===== config.mk =====
export PLATFORM = sky130hd
export DESIGN_NAME = nos_palette_encoder
export DESIGN_NICKNAME = d
export VERILOG_FILES = /design/src/rtl/nos_palette_encoder.sv
export SDC_FILE = /design/constraint.sdc
export NUM_CORES = 1
export LEC_CHECK = 0
export ABC_CLOCK_PERIOD_IN_PS = 1740
export CAP_MARGIN = 20
export CELL_PAD_IN_SITES_DETAIL_PLACEMENT = 1
export CELL_PAD_IN_SITES_GLOBAL_PLACEMENT = 1
export CORE_MARGIN = 10
export CORE_UTILIZATION = 39
export DETAILED_ROUTE_END_ITERATION = 10
export GPL_ROUTABILITY_DRIVEN = 0
export PLACE_DENSITY_LB_ADDON = 0.3
export SKIP_CTS_REPAIR_TIMING = 1
export SYNTH_ARGS = -nofsm -noshare
export SYNTH_HDL_FRONTEND = slang
export SYNTH_SLANG_ARGS = --single-unit

===== constraint.sdc =====
create_clock -name Clk -period 1.74 [get_ports Clk]
set_input_delay 0.174 -clock Clk [delete_from_list [all_inputs] [get_ports Clk]]
set_output_delay 0.174 -clock Clk [all_outputs]
set_load 0.01 [all_outputs]

===== src/rtl/nos_palette_encoder.sv =====
// Sprite palette encoder: maps RGB888 pixels onto a fixed 9-entry palette and
// streams 4-bit indices into sprite memory at a fixed pipeline latency.
module nos_palette_encoder #(
    parameter int unsigned DEPTH = 2160,
    parameter int unsigned AW    = 12
) (
    input  logic          Clk,
    input  logic          Reset_n,
    input  logic          start,
    input  logic          pix_valid,
    input  logic [23:0]   pix_rgb,
    output logic          pix_ready,
    output logic          wr_en,
    output logic [AW-1:0] wr_address,
    output logic [3:0]    wr_data,
    output logic          busy,
    output logic          done,
    output logic [AW-1:0] miss_count
);

    localparam int unsigned NCOL = 9;
    localparam int unsigned IW   = 4;
    localparam logic [AW-1:0] LAST     = AW'(DEPTH - 1);
    localparam logic [AW-1:0] MISS_MAX = AW'(DEPTH);
    // Entry 0 is the rightmost element.
    localparam logic [NCOL-1:0][23:0] PALETTE = {
        24'h6ea3ea, 24'h4a4a46, 24'h000000, 24'hffffff, 24'hebd0bc,
        24'h7c4621, 24'h052a60, 24'h2d83f1, 24'hff0000
    };

    typedef enum logic [1:0] {IDLE, RUN, DRAIN, DONE} state_t;

    state_t          state;
    logic [AW-1:0]   acc_cnt;
    logic [AW-1:0]   wr_cnt;
    logic            s0_valid;
    logic [23:0]     s0_rgb;
    logic            s1_valid;
    logic [NCOL-1:0] s1_match;
    logic            accept_c;
    logic            start_c;
    logic [NCOL-1:0] match_c;
    logic [IW-1:0]   index_c;

    assign accept_c = pix_valid && pix_ready;
    assign start_c  = start && (state == IDLE);

    always_comb begin
        match_c = '0;
        for (int i = 0; i < NCOL; i++) begin
            match_c[i] = (s0_rgb == PALETTE[i]);
        end
    end

    // Scan from the top so the lowest matching entry is the one that sticks.
    always_comb begin
        index_c = '0;
        for (int i = NCOL - 1; i >= 0; i--) begin
            if (s1_match[i]) begin
                index_c = IW'(i);
            end
        end
    end

    always_ff @(posedge Clk or negedge Reset_n) begin
        if (!Reset_n) begin
            state     <= IDLE;
            pix_ready <= 1'b0;
            busy      <= 1'b0;
            done      <= 1'b0;
            acc_cnt   <= '0;
        end else begin
            case (state)
                IDLE: begin
                    if (start) begin
                        state     <= RUN;
                        pix_ready <= 1'b1;
                        busy      <= 1'b1;
                        acc_cnt   <= '0;
                    end
                end
                RUN: begin
                    if (accept_c) begin
                        acc_cnt <= acc_cnt + AW'(1);
                        if (acc_cnt == LAST) begin
                            state     <= DRAIN;
                            pix_ready <= 1'b0;
                        end
                    end
                end
                DRAIN: begin
                    if (wr_en && (wr_address == LAST)) begin
                        state <= DONE;
                        done  <= 1'b1;
                    end
                end
                DONE: begin
                    state <= IDLE;
                    done  <= 1'b0;
                    busy  <= 1'b0;
                end
                default: state <= IDLE;
            endcase
        end
    end

    // Capture, match and write stages; never stalls once a pixel is taken.
    always_ff @(posedge Clk or negedge Reset_n) begin
        if (!Reset_n) begin
            s0_valid   <= 1'b0;
            s0_rgb     <= '0;
            s1_valid   <= 1'b0;
            s1_match   <= '0;
            wr_en      <= 1'b0;
            wr_address <= '0;
            wr_data    <= '0;
            wr_cnt     <= '0;
            miss_count <= '0;
        end else begin
            s0_valid <= accept_c;
            if (accept_c) begin
                s0_rgb <= pix_rgb;
            end
            s1_valid <= s0_valid;
            if (s0_valid) begin
                s1_match <= match_c;
            end
            wr_en <= s1_valid;
            if (s1_valid) begin
                wr_address <= wr_cnt;
                wr_data    <= index_c;
                wr_cnt     <= wr_cnt + AW'(1);
                if ((s1_match == '0) && (miss_count != MISS_MAX)) begin
                    miss_count <= miss_count + AW'(1);
                end
            end
            if (start_c) begin
                wr_cnt     <= '0;
                miss_count <= '0;
            end
        end
    end

endmodule

==> impl_metrics.csv <==
group,metric,value,unit
outcome,outcome,"finished, violations left",
outcome,violations,"negative setup slack",
setup_path,crit_required,2.01,ns
drt,firstDrtPassIters,4,
final_layout,syn2layout_area_growth,36.3,%
drt,wirelength,12300,um
synthesis,syn-num-nets,462,
hold_path,hp-class,"in2async",
synthesis,syn-cell-area,4550,um2
synthesis,synth_top_area_share,51.1,%
synthesis,syn_avg_cell_area,10.7,um2
synthesis,syn_inst,426,
floorplanning,floorplan.initialDensity,39.9,%
pwr,irDropWorstVdd,0.512,mV
clock_network,clk_latency,0.35,ns
clock_network,cts_max_path_buffers,2,
setup_path,cp-start-kind,"register",
setup_path,max_stage_delay,0.40,ns
drt,drt_iter0_drc,229,
floorplanning,die_w,128,um
clock_network,h-tree-depth,3,
synthesis,synth_top_area_cell,"dfrtp_1",
clock_network,cts_buffers,9,
pwr,powerDensity,1130,nW/um2
floorplanning,die_h,128,um
synthesis,synth-async-reset-ratio,100,%
final_layout,layout-drive-gt1-share,25.3,%
synthesis,yosysSeqAreaShare,51.1,%
floorplanning,ios,60,
timing,setup_slack,-0.124,ns
final_layout,fillers,1240,
global_route,grt_pass1_wl,19900,um
synthesis,synthFlopType,"dfrtp_1",
setup_path,crit_path_end_kind,"register",
drt,drc,0,
pwr,fin_total_pwr,7.03,mW
clock_network,cts_tree,"done",
setup_path,cp_max_fo,6,
synthesis,yosysUniqueCellTypes,51,
drt,viasPerCell,5.37,
drt,vias,3629,
placed_design,portBuffers,59,
final_layout,fin_nets,564,
global_route,antenna_found_initial,0,
setup_path,path_class,"reg2reg",
global_route,grt_max_degree,51,
setup_path,cp_data_arrival_time,2.14,ns
clock_network,cts.clk_slew.worst_paths,0.07,ns
drt,post_drt_wl_per_cell,18.2,um
timing,slew_violations,0,
timing,min_period,1.86,ns
clock_network,cts.sinks,93,
timing,hold_violations,0,
placed_design,dp_slack,-0.149,ns
timing,worst_pin_slew,0.436,ns
setup_path,path_cells,"nor4_2 > buf_4 > nand4_1 > buf_6 > nor2_4 > buf_6 > nand4_1 > a21oi_1",
synthesis,synth-seq-cells,93,
job,maxCapViolCount,0,
timing,relSlewSlack,70.5,%
timing,timing.fmax,0.536,GHz
global_route,grt_pass1_vias,3979,
timing,setup_violations,9,
synthesis,synth_area_leaders,"dfrtp_1 (51%), mux2_2 (8.7%), nor2_1 (3.4%), nand4_1 (2.9%), xnor2_1 (2.9%)",
global_route,grt_use_total,14.7,%
global_route,grt-ovfl-total,0,
floorplanning,coreArea,11400,um2
synthesis,synth-edff-count,0,
clock_network,clk_root_buffer_cell,"clkbuf_16",
floorplanning,rows,39,
placed_design,dp_hpwl,8670,um
timing,rsz0062_at_grt,"true",
drt,ant_nets,0,
floorplanning,dieArea,16400,um2
setup_path,critPathSlowestCell,"dfrtp_1",
pwr,leakage,2.64,nW
synthesis,yosysWarnings,0,
timing,clock_skew,0.00649,ns
final_layout,n_antenna_cell,0,
timing,fin_crit_sh,107,%
stage by stage:
stage,area (um2),hold slack (ns),utilization [%],cells,TNS (ns)
2_1_floorplan,4560,-0.122,-,426,-0.0172
3_3_place_gp,5610,0.104,49.1,654,-0.873
3_5_place_dp,5610,0.111,49.1,654,-1.38
4_1_cts,5980,-0.260,52.4,670,-0.608
5_1_grt,6200,0.333,54.3,676,-2.27
6_report,6200,0.280,54.3,676,-0.461
flip-flops by register name, indices dropped and copies added (netlist names), 2 cells and up:
name        flops
wr_data         4
acc_cnt        12
wr_address     12
s0_rgb         24
miss_count     12
state           2
s1_match        9
wr_cnt         12
final timing paths:
kind,from,slack [ns],to,depth (start not counted)
worst min-delay path,Reset_n,0.28,wr_cnt[2]$_DFFE_PN0P_,2
worst max-delay path,s1_match[0]$_DFFE_PN0P_,-0.12,miss_count[7]$_DFFE_PN0P_,8
worst max register to register,s1_match[0]$_DFFE_PN0P_,-0.12,miss_count[7]$_DFFE_PN0P_,8
min in group Clk,pix_rgb[20],0.38,s0_rgb[20]$_DFFE_PN0P_,3
worst min register to register,wr_data[1]$_DFFE_PN0P_,0.53,wr_data[1]$_DFFE_PN0P_,2
max in group asynchronous,Reset_n,0.87,acc_cnt[7]$_DFFE_PN0P_,3
layout make-up:
class / instances / area (um2) / share of cell area, %
multi-input combinational: 292 / 2230 / 36.0
clock inverter: 7 / 145 / 2.34
timing repair buffer: 107 / 1000 / 16.1
sequential: 93 / 2330 / 37.5
clock buffer: 9 / 225 / 3.63
tap: 143 / 179 / 2.88
inverter: 25 / 93.8 / 1.51
cells in the mapped netlist (2+ instances only):
master	number
dfrtp_1	93
nor2b_1	4
or3_1	5
and3_1	11
nor3_2	8
or4_1	2
a21oi_1	11
nor4_1	6
and4_1	2
o221ai_1	3
clkbuf_1	11
nor2_1	41
xnor2_1	15
nand2_1	25
mux2_2	35
buf_2	5
and4b_1	2
nand4b_1	3
mux2i_1	5
nor4b_1	3
ha_1	8
and2_1	5
xor2_1	13
nand3_1	16
inv_1	25
o21ai_0	14
nand4_1	21
o22ai_1	4
nor3_1	8
kinds of logic (layout without fill, tap and decap cells):
group	count (synthesis)	count (layout)	synth area share, %
buffers and inverters	41	148	3.52
XOR/XNOR	28	28	5.39
AND/OR/NAND/NOR	172	172	21.5
AO/OA/AOI/OAI	43	43	6.27
flip-flops	93	93	51.1
adder cells (fa/ha/maj)	8	8	2.20
multiplexers	41	41	10.0
critical path: cells and delay by family (launching register included):
family,cells,cell delay [ns]
flops,1,0.40
compound gates,1,0.16
buf+inv,3,0.53
simple gates,4,0.70
power by group:
group | total (mW) | switching (mW) | internal, mW | leakage (nW)
Clock | 2.44 | 0.880 | 1.56 | 0.176
Sequential | 2.69 | 0.275 | 2.42 | 1.21
Combinational | 1.90 | 0.908 | 0.992 | 1.25
placed cells by master, fill, tap and decap left out, types with 2 or more instances in the layout:
cell	instances
a21oi_1	10
and2_1	5
and3_1	9
and3_2	2
and4_1	2
and4b_1	2
buf_12	3
buf_4	42
buf_6	3
bufinv_16	4
clkbuf_16	9
clkdlybuf4s50_1	58
dfrtp_1	93
ha_1	6
inv_1	23
inv_2	2
mux2_2	35
mux2i_1	4
nand2_1	24
nand3_1	15
nand4_1	21
nand4b_1	3
nor2_1	40
nor2b_1	4
nor3_1	7
nor3_2	2
nor3_4	7
nor4_1	2
nor4_2	5
nor4b_1	2
nor4b_2	2
o21ai_0	13
o221ai_1	3
o22ai_1	4
or3_1	5
or4_1	2
xnor2_1	13
xnor2_2	2
xor2_1	13
per-layer routing:
layer	global-route usage (%)	wire length, um	vias up
met1	18.4	5500	1802
met5	0	0	-
met3	3.47	523	20
met4	5.10	240	0
li1	-	-	1729
met2	24.2	6010	78
(Power assumes the default switching activity.)
